### src/rtl/b12_keypad.sv
// b12_keypad: input conditioning in front of the b12 game controller.
// The four colour buttons and the start button are synchronised and debounced.
// Each physical press then gives one clean pulse: a one-hot k pulse for a single key,
// a multi_err pulse for a chord, and a start pulse for the start button.
module b12_keypad #(
  parameter int DEB_CYCLES = 4,
  parameter int CW         = 3
) (
  input  logic       clock,
  input  logic       nreset,
  input  logic [3:0] raw_key,
  input  logic       raw_start,
  output logic [3:0] k,
  output logic       start,
  output logic       multi_err,
  output logic       key_busy
);

  localparam logic [2:0] S_IDLE  = 3'd0;
  localparam logic [2:0] S_DEB   = 3'd1;
  localparam logic [2:0] S_PRESS = 3'd2;
  localparam logic [2:0] S_HOLD  = 3'd3;
  localparam logic [2:0] S_REL   = 3'd4;

  localparam logic [CW-1:0] CNT_MAX = CW'(DEB_CYCLES - 1);
  localparam logic [CW-1:0] CNT_ONE = CW'(1);

  logic [3:0]    key_sync1_q, key_sync2_q;
  logic          start_sync1_q, start_sync2_q;
  logic [3:0]    s_key;
  logic          s_start;

  logic [2:0]    state_q, state_d;
  logic [3:0]    pat_q, pat_d;
  logic [CW-1:0] cnt_q, cnt_d;
  logic [3:0]    k_q, k_d;
  logic          multi_err_q, multi_err_d;
  logic          key_busy_q, key_busy_d;
  logic          pat_onehot;

  logic          st_lvl_q, st_lvl_d;
  logic          st_lvl_prev_q;
  logic [CW-1:0] scnt_q, scnt_d;
  logic          start_q, start_d;

  assign s_key   = key_sync2_q;
  assign s_start = start_sync2_q;

  // Two-flop synchronisers for the asynchronous button inputs
  always_ff @(posedge clock or negedge nreset) begin
    if (!nreset) begin
      key_sync1_q   <= '0;
      key_sync2_q   <= '0;
      start_sync1_q <= 1'b0;
      start_sync2_q <= 1'b0;
    end else begin
      key_sync1_q   <= raw_key;
      key_sync2_q   <= key_sync1_q;
      start_sync1_q <= raw_start;
      start_sync2_q <= start_sync1_q;
    end
  end

  assign pat_onehot = (pat_q != 4'd0) && ((pat_q & (pat_q - 4'd1)) == 4'd0);

  // Key FSM next state; k and multi_err are computed against the next state so the
  // registered pulse coincides exactly with the cycle spent in PRESS
  always_comb begin
    state_d     = state_q;
    pat_d       = pat_q;
    cnt_d       = cnt_q;
    k_d         = 4'd0;
    multi_err_d = 1'b0;
    case (state_q)
      S_IDLE: begin
        if (s_key != 4'd0) begin
          pat_d   = s_key;
          cnt_d   = '0;
          state_d = S_DEB;
        end
      end
      S_DEB: begin
        if (s_key != pat_q) begin
          cnt_d   = '0;
          state_d = S_IDLE;
        end else if (cnt_q == CNT_MAX) begin
          state_d = S_PRESS;
        end else begin
          cnt_d = cnt_q + CNT_ONE;
        end
      end
      S_PRESS: begin
        state_d = S_HOLD;
      end
      S_HOLD: begin
        if (s_key == 4'd0) begin
          cnt_d   = '0;
          state_d = S_REL;
        end
      end
      S_REL: begin
        if (s_key != 4'd0) begin
          state_d = S_HOLD;
        end else if (cnt_q == CNT_MAX) begin
          state_d = S_IDLE;
        end else begin
          cnt_d = cnt_q + CNT_ONE;
        end
      end
      default: begin
        state_d = S_IDLE;
        cnt_d   = '0;
      end
    endcase
    if (state_d == S_PRESS) begin
      if (pat_onehot) begin
        k_d = pat_q;
      end else begin
        multi_err_d = 1'b1;
      end
    end
    key_busy_d = (state_d != S_IDLE);
  end

  // Key FSM state, pattern, counter and registered key outputs
  always_ff @(posedge clock or negedge nreset) begin
    if (!nreset) begin
      state_q     <= S_IDLE;
      pat_q       <= '0;
      cnt_q       <= '0;
      k_q         <= '0;
      multi_err_q <= 1'b0;
      key_busy_q  <= 1'b0;
    end else begin
      state_q     <= state_d;
      pat_q       <= pat_d;
      cnt_q       <= cnt_d;
      k_q         <= k_d;
      multi_err_q <= multi_err_d;
      key_busy_q  <= key_busy_d;
    end
  end

  // Start debouncer: the level follows s_start only after it has disagreed for
  // DEB_CYCLES consecutive samples; the pulse is taken from the level's rising edge,
  // one cycle late, so that it lines up with a key pressed at the same moment
  always_comb begin
    st_lvl_d = st_lvl_q;
    scnt_d   = scnt_q;
    if (s_start == st_lvl_q) begin
      scnt_d = '0;
    end else if (scnt_q == CNT_MAX) begin
      st_lvl_d = s_start;
      scnt_d   = '0;
    end else begin
      scnt_d = scnt_q + CNT_ONE;
    end
    start_d = st_lvl_q & ~st_lvl_prev_q;
  end

  // Start debouncer state and registered start pulse
  always_ff @(posedge clock or negedge nreset) begin
    if (!nreset) begin
      st_lvl_q      <= 1'b0;
      st_lvl_prev_q <= 1'b0;
      scnt_q        <= '0;
      start_q       <= 1'b0;
    end else begin
      st_lvl_q      <= st_lvl_d;
      st_lvl_prev_q <= st_lvl_q;
      scnt_q        <= scnt_d;
      start_q       <= start_d;
    end
  end

  assign k         = k_q;
  assign multi_err = multi_err_q;
  assign key_busy  = key_busy_q;
  assign start     = start_q;

endmodule

### config.mk
export PLATFORM = sky130hd
export DESIGN_NAME = b12_keypad
export DESIGN_NICKNAME = d
export VERILOG_FILES = /design/src/rtl/b12_keypad.sv
export SDC_FILE = /design/constraint.sdc
export NUM_CORES = 1
export LEC_CHECK = 0
export BUFFER_PORTS_ARGS = -buffer_cell sky130_fd_sc_hd__buf_2
export CORE_UTILIZATION = 56
export CTS_CLUSTER_SIZE = 30
export DETAILED_ROUTE_END_ITERATION = 12
export PLACE_DENSITY_LB_ADDON = 0.15
export SETUP_SLACK_MARGIN = 0.1
export SYNTH_ARGS = -nofsm -noshare
export SYNTH_HDL_FRONTEND = slang
export SYNTH_SLANG_ARGS = --single-unit
### constraint.sdc
create_clock -name clock -period 2.2 [get_ports clock]
set_clock_uncertainty 0.15 [all_clocks]
set_input_delay 0.11 -clock clock [delete_from_list [all_inputs] [get_ports clock]]
set_output_delay 0.11 -clock clock [all_outputs]
set_load 0.005 [all_outputs]
# Yosys cells after proc, flatten, opt, wreduce, memory -nomap -nowiden
# Index checks and enable logic that the tools add are counted.
# W data, S select, Z words.
[totals]
out_inout_bits = 7
word_cells = 63
register_bits = 32
input_bits = 7
[classes]
muxes = 19
addsub = 3
n_reduce_logical = 10
bitwise_logic = 5
n_eq_ne = 12
[ops]
columns = ["op", "count"]
rows = [
  ["$mux W3", 13],
  ["$pmux W3 S5", 2],
  ["$eq A3 B2 Y1 const B", 5],
  ["$logic_not A4 Y1", 2],
  ["$mux W4", 2],
  ["$reduce_bool A4 Y1", 2],
  ["$add A3 B1 Y3 const B", 2],
  ["$ne A2 B2 Y1 const B", 3],
  ["$and A4 B4 Y4", 1],
  ["$ne A4 B4 Y1", 1],
  ["$reduce_and A2 Y1", 2],
  ["$reduce_and A4 Y1", 1],
  ["$sub A4 B1 Y4 const B", 1],
  ["$eq A3 B1 Y1 const B", 1],
  ["$eq A3 B3 Y1 const B", 1],
  ["$logic_not A3 Y1", 1],
  ["$not A1 Y1", 3],
  ["$reduce_bool A3 Y1", 1],
  ["$mux W1", 2],
  ["$and A1 B1 Y1", 1],
  ["$eq A1 B1 Y1", 1],
  ["$logic_and A1 B1 Y1", 1],
]

# Depth between registers and ports, before layout
[logic_depth]
word_depth = 6
mapped_depth = 6
ltp_nobuf = 5

# Worst setup path after synthesis
# Ideal clock, no wire load.
[synth_timing]
path_kind = "register to register"
startpoint = "register key_sync2_q[0]"
endpoint = "register cnt_q[0]"
setup_slack_ns = 0.246
t_required_ns = 1.963
arrival_time_ns = 1.717
setup_time_ns = 0.087
n_path_buf = 0
path_stages_with_launch = 5
period_less_slack_ns = 1.954
path_cell_list = "dfrtp_1 > nor4_4 > mux2_2 > or4_1 > a22oi_1"
[synth_between]
elab_chain_cells = 3
elab_cells_between_ends = 9
classes_between = "eq/ne (4); mux (2); reduce/logical (3)"
[synth_rtl]
columns = ["element", "line", "rtl"]
rows = [
  ["from (decl)", "28", "logic [3:0] key_sync1_q, key_sync2_q;"],
  ["from (signal assigned)", "58", "key_sync2_q <= key_sync1_q;"],
  ["$ne A4 B4 Y1, or another cell as far along", "83", "if (s_key != pat_q) begin"],
  ["$mux W3 or $ne A2 B2 Y1 (tied branches)", "n/a", ""],
  ["$pmux W3 S5 or $reduce_and A4 Y1 (tied branches)", "n/a", ""],
  ["to (signal assigned)", "137", "cnt_q <= cnt_d;"],
  ["to (decl)", "35", "logic [CW-1:0] cnt_q, cnt_d;"],
]
# Parallel ways exist; a longest one is shown, timed or not.
# A chain may end at the register's enable or synchronous reset.

# Final worst setup path
[layout_timing]
startpoint = "register state_q[1]"
endpoint = "register cnt_q[1]"
[layout_between]
elab_chain_cells = 3
elab_cells_between_ends = 11
classes_between = "eq/ne (7); mux (1); bitwise (1); reduce/logical (2)"
[layout_rtl]
columns = ["element", "line", "rtl"]
rows = [
  ["from (decl)", "33", "logic [2:0] state_q, state_d;"],
  ["from (signal assigned)", "135", "state_q <= state_d;"],
  ["$eq A3 B3 Y1, or another cell as far along", "74", "case (state_q)"],
  ["$ne A2 B2 Y1 (no line) or $not A1 Y1 (tied branches)", "n/a", ""],
  ["$reduce_and A4 Y1 (no line)", "n/a", ""],
]
# Parallel ways exist; a longest one is shown, timed or not.

==> results.md <==
- Status: complete, no violations
- Final Hold Viols: 0
- PnR worst setup slack: roughly 210 ps
- CP Cell Sequence: or3b_1 -> or4_2 -> o2bb2a_4
- Filler cells: 167
- Crit path largest cell delay: 640 ps
- Global-route wire length before repair: slightly below 4000 µm
- IO Port Bufs: 13
- Area of the multi-input gates: 498.0 µm²
- Vias: 933
- Die width: 50.60 µm
- Slowest cell on crit path: or4_2
- Worst relative slew slack: 54.31%
- Synth top area share: 60.55%
- RSZ-0062 raised after global routing: false
- Clock Power Share: 26.1%
- Placed insts: 150
- Seq cells post-synth: 32
- Arr. time, crit path: roughly 2100 ps
- CTS Buffer Depth: 2
- CP endpoint kind: flop
- Gp weighted congestion: 0.8437
- Cell Rows: 17
- Area Growth Syn to Fin: 19.02%
- First DRT Iteration DRCs: 14
- Setup WS pre-CTS: 129.7 ps
- Root buf cell: clkbuf_4
- Vias in the first global route: 915
- Worst hold path type: primary input to async pin
- Peak fanout along the critical path: 7
- Switching share of power: 30.77%
- Crit path required time: 2330 ps
- Reg2Reg Setup Slack: around 210 ps
- Grt total ovfl: 0
- Num CTS Buffers: 5
- Flip-flop and latch area: 802.0 µm²
- Vias per Instance: 5.655
- Gr usage total: between 20 and 25%
- Main flop type after synthesis: dfrtp_1
- Post-route DRC violation count: 0
- Cells after Synth: between 100 and 150
- Share of cells above drive strength 1: ~24%
- WHS: 194.3 ps
- Setup-failing EPs final: 0
- Syn avg cell area: 12.02 µm²
- Sequential Power Share: 47.9%
- Top post-synthesis cells by area: dfrtp_1 61%, o21ai_0 2.6%, xnor2_1 2.6%
- DP HPWL: 1553 µm
- Power per cell area: 1054 nW/µm²
- Internal: 1.148 mW
- Ant. Diodes: 0
- Seq/Total Area, Yosys: 60.55%
- WL/cell: 14.05 µm
- Slew Viols, Final: 0
- Final Critical Period: 1991 ps
- Initial antenna violation count: 0
- VDD IR max: 0.6822 mV
- Synthesized cell area: ~1300 µm²
- Yosys top cell by area: dfrtp_1
- # H-tree levels: 2
- Die area: ~2600 µm²
- Die height: 50.60 µm
- Max frequency: approximately 0.5 GHz
- Critical path buffers and inverters: 0
- Crit share post-route: 90.51%
- Max capacitance violation total: 0
- Starting Density: roughly 60%
- Leakage Power: 0.7487 nW
- # nets final: approximately 150
- Worst skew pair latency: 330 ps
- Drt pass-1 iters: 4
- Largest net degree at the start of global routing: 33
- Post-route insts no fill: around 170
- Sum Neg Setup Slack: 0 ps
- Post-synth EDFFs: 0
- Core ar.: 2212 µm²
- YS warnings: 0
- Kind of cell adding the most delay to the critical path: simple AND/OR/NAND/NOR gates
- Post-synth ARST share: 100.0%
- Synth cell types: 33
- ANT nets after route: 0
- Comb pwr share: 26.0%
- Clock transition at path regs: 110 ps
- Slew of the pin with the lowest slew margin: 685.4 ps
- Total wire length: 2318 µm
- Final Util: 71.15%
- CTS tree: yes
- # IOs: 14
- CP startpoint kind: flop
- Post-synth net total: 119
- CTS sink count: 32
- CP Class: flop to flop
- Switching power: about 0.51 mW
Yosys cell counts (all sizes together) (2+ instances only):
master,number
a21oi,5
a22o,3
a22oi,2
buf,2
dfrtp,32
ha,2
inv,4
mux2,2
nand2,9
nor2,6
nor2b,4
nor3,6
nor3b,3
o21ai,7
o31ai,2
or3b,2
or4,3
xnor2,4
xor2,2
repair_timing:
item                                    4_1_cts  5_1_grt
buffers inserted                              0        1
hold buffers                                  6        0
hold endpoints to repair                     37        0
endpoints found under the setup margin        0        2
resized for setup                             0        3
metrics by stage:
step,instance area [µm²],power (mW)
finish,1574,1.658
global route,1574,1.756
CTS,1558,1.664
detailed placement,1421,1.225
global placement,1421,1.195
floorplan,1323,1.099
power by group through the flow:
stage / clock [mW] / combinational, mW / sequential (mW)
after floorplan: 0 / 0.321 / 0.778
after global placement: 0 / 0.400 / 0.796
after detailed placement: 0 / 0.419 / 0.806
after CTS: 0.442 / 0.428 / 0.794
after global routing: 0.469 / 0.476 / 0.810
final: 0.433 / 0.432 / 0.794
kinds of logic (layout without fill, tap and decap cells):
logic type,after synthesis,count (layout),share of synthesized area [%]
compound gates,22,22,11.54
mux,2,2,1.703
simple gates,39,39,17.98
fa+ha+maj,2,2,1.892
xor+xnor,6,6,3.973
buf+inv,7,34,2.364
flops,32,32,60.55
final cells by class:
| class | instances | share of cell area (%) |
|---|---|---|
| multi-input combinational | 71 | 31.64 |
| sequential | 32 | 50.95 |
| tap | 28 | 2.226 |
| clock inverter | 2 | 2.226 |
| clock buffer | 6 | 2.623 |
| timing repair buffer | 22 | 9.380 |
| inverter | 4 | 0.9539 |
final timing paths:
check | start | end | depth (start not counted)
setup / recovery | state_q[1] | cnt_q[1] | 3
hold / removal | nreset | state_q[1] | 2
setup reg to reg | state_q[1] | cnt_q[1] | 3
hold reg to reg | key_sync1_q[1] | key_sync2_q[1] | 0
max in group asynchronous | nreset | key_sync2_q[3] | 2
min in group clock | key_sync1_q[1] | key_sync2_q[1] | 0
placed cells by master (no fill, tap or decap), types with 4 or more instances in the layout:
cell	synthesis	routed
dfrtp_1	32	31
xnor2_1	4	4
inv_1	4	4
clkbuf_4	0	5
o21ai_0	7	7
nand2_1	9	9
nor2_1	6	6
dlygate4sd3_1	0	6
nor3_1	6	6
a21oi_1	5	5
nor2b_1	4	4
buf_2	1	13
registers in the layout, summed over array words and instances, names as in the netlist:
signal,flops
st_lvl_q,1
pat_q,4
multi_err,1
k,4
st_lvl_prev_q,1
cnt_q,3
start_sync1_q,1
scnt_q,3
key_sync2_q,4
key_sync1_q,4
key_busy,1
start,1
s_start,1
state_q,3
routing by layer:
| layer | track usage, % | routed length, µm | up-vias | share of wire, % |
|---|---|---|---|---|
| met5 | 0 | 0 | - | 0 |
| met1 | 25.65 | 1037 | 450 | 45 |
| met3 | 6.364 | 130 | 4 | 5.6 |
| met4 | 11.57 | 39 | 0 | 1.7 |
| met2 | 34.44 | 1111 | 40 | 48 |
| li1 | - | - | 439 | - |
Power figures use the tool's default switching activity.
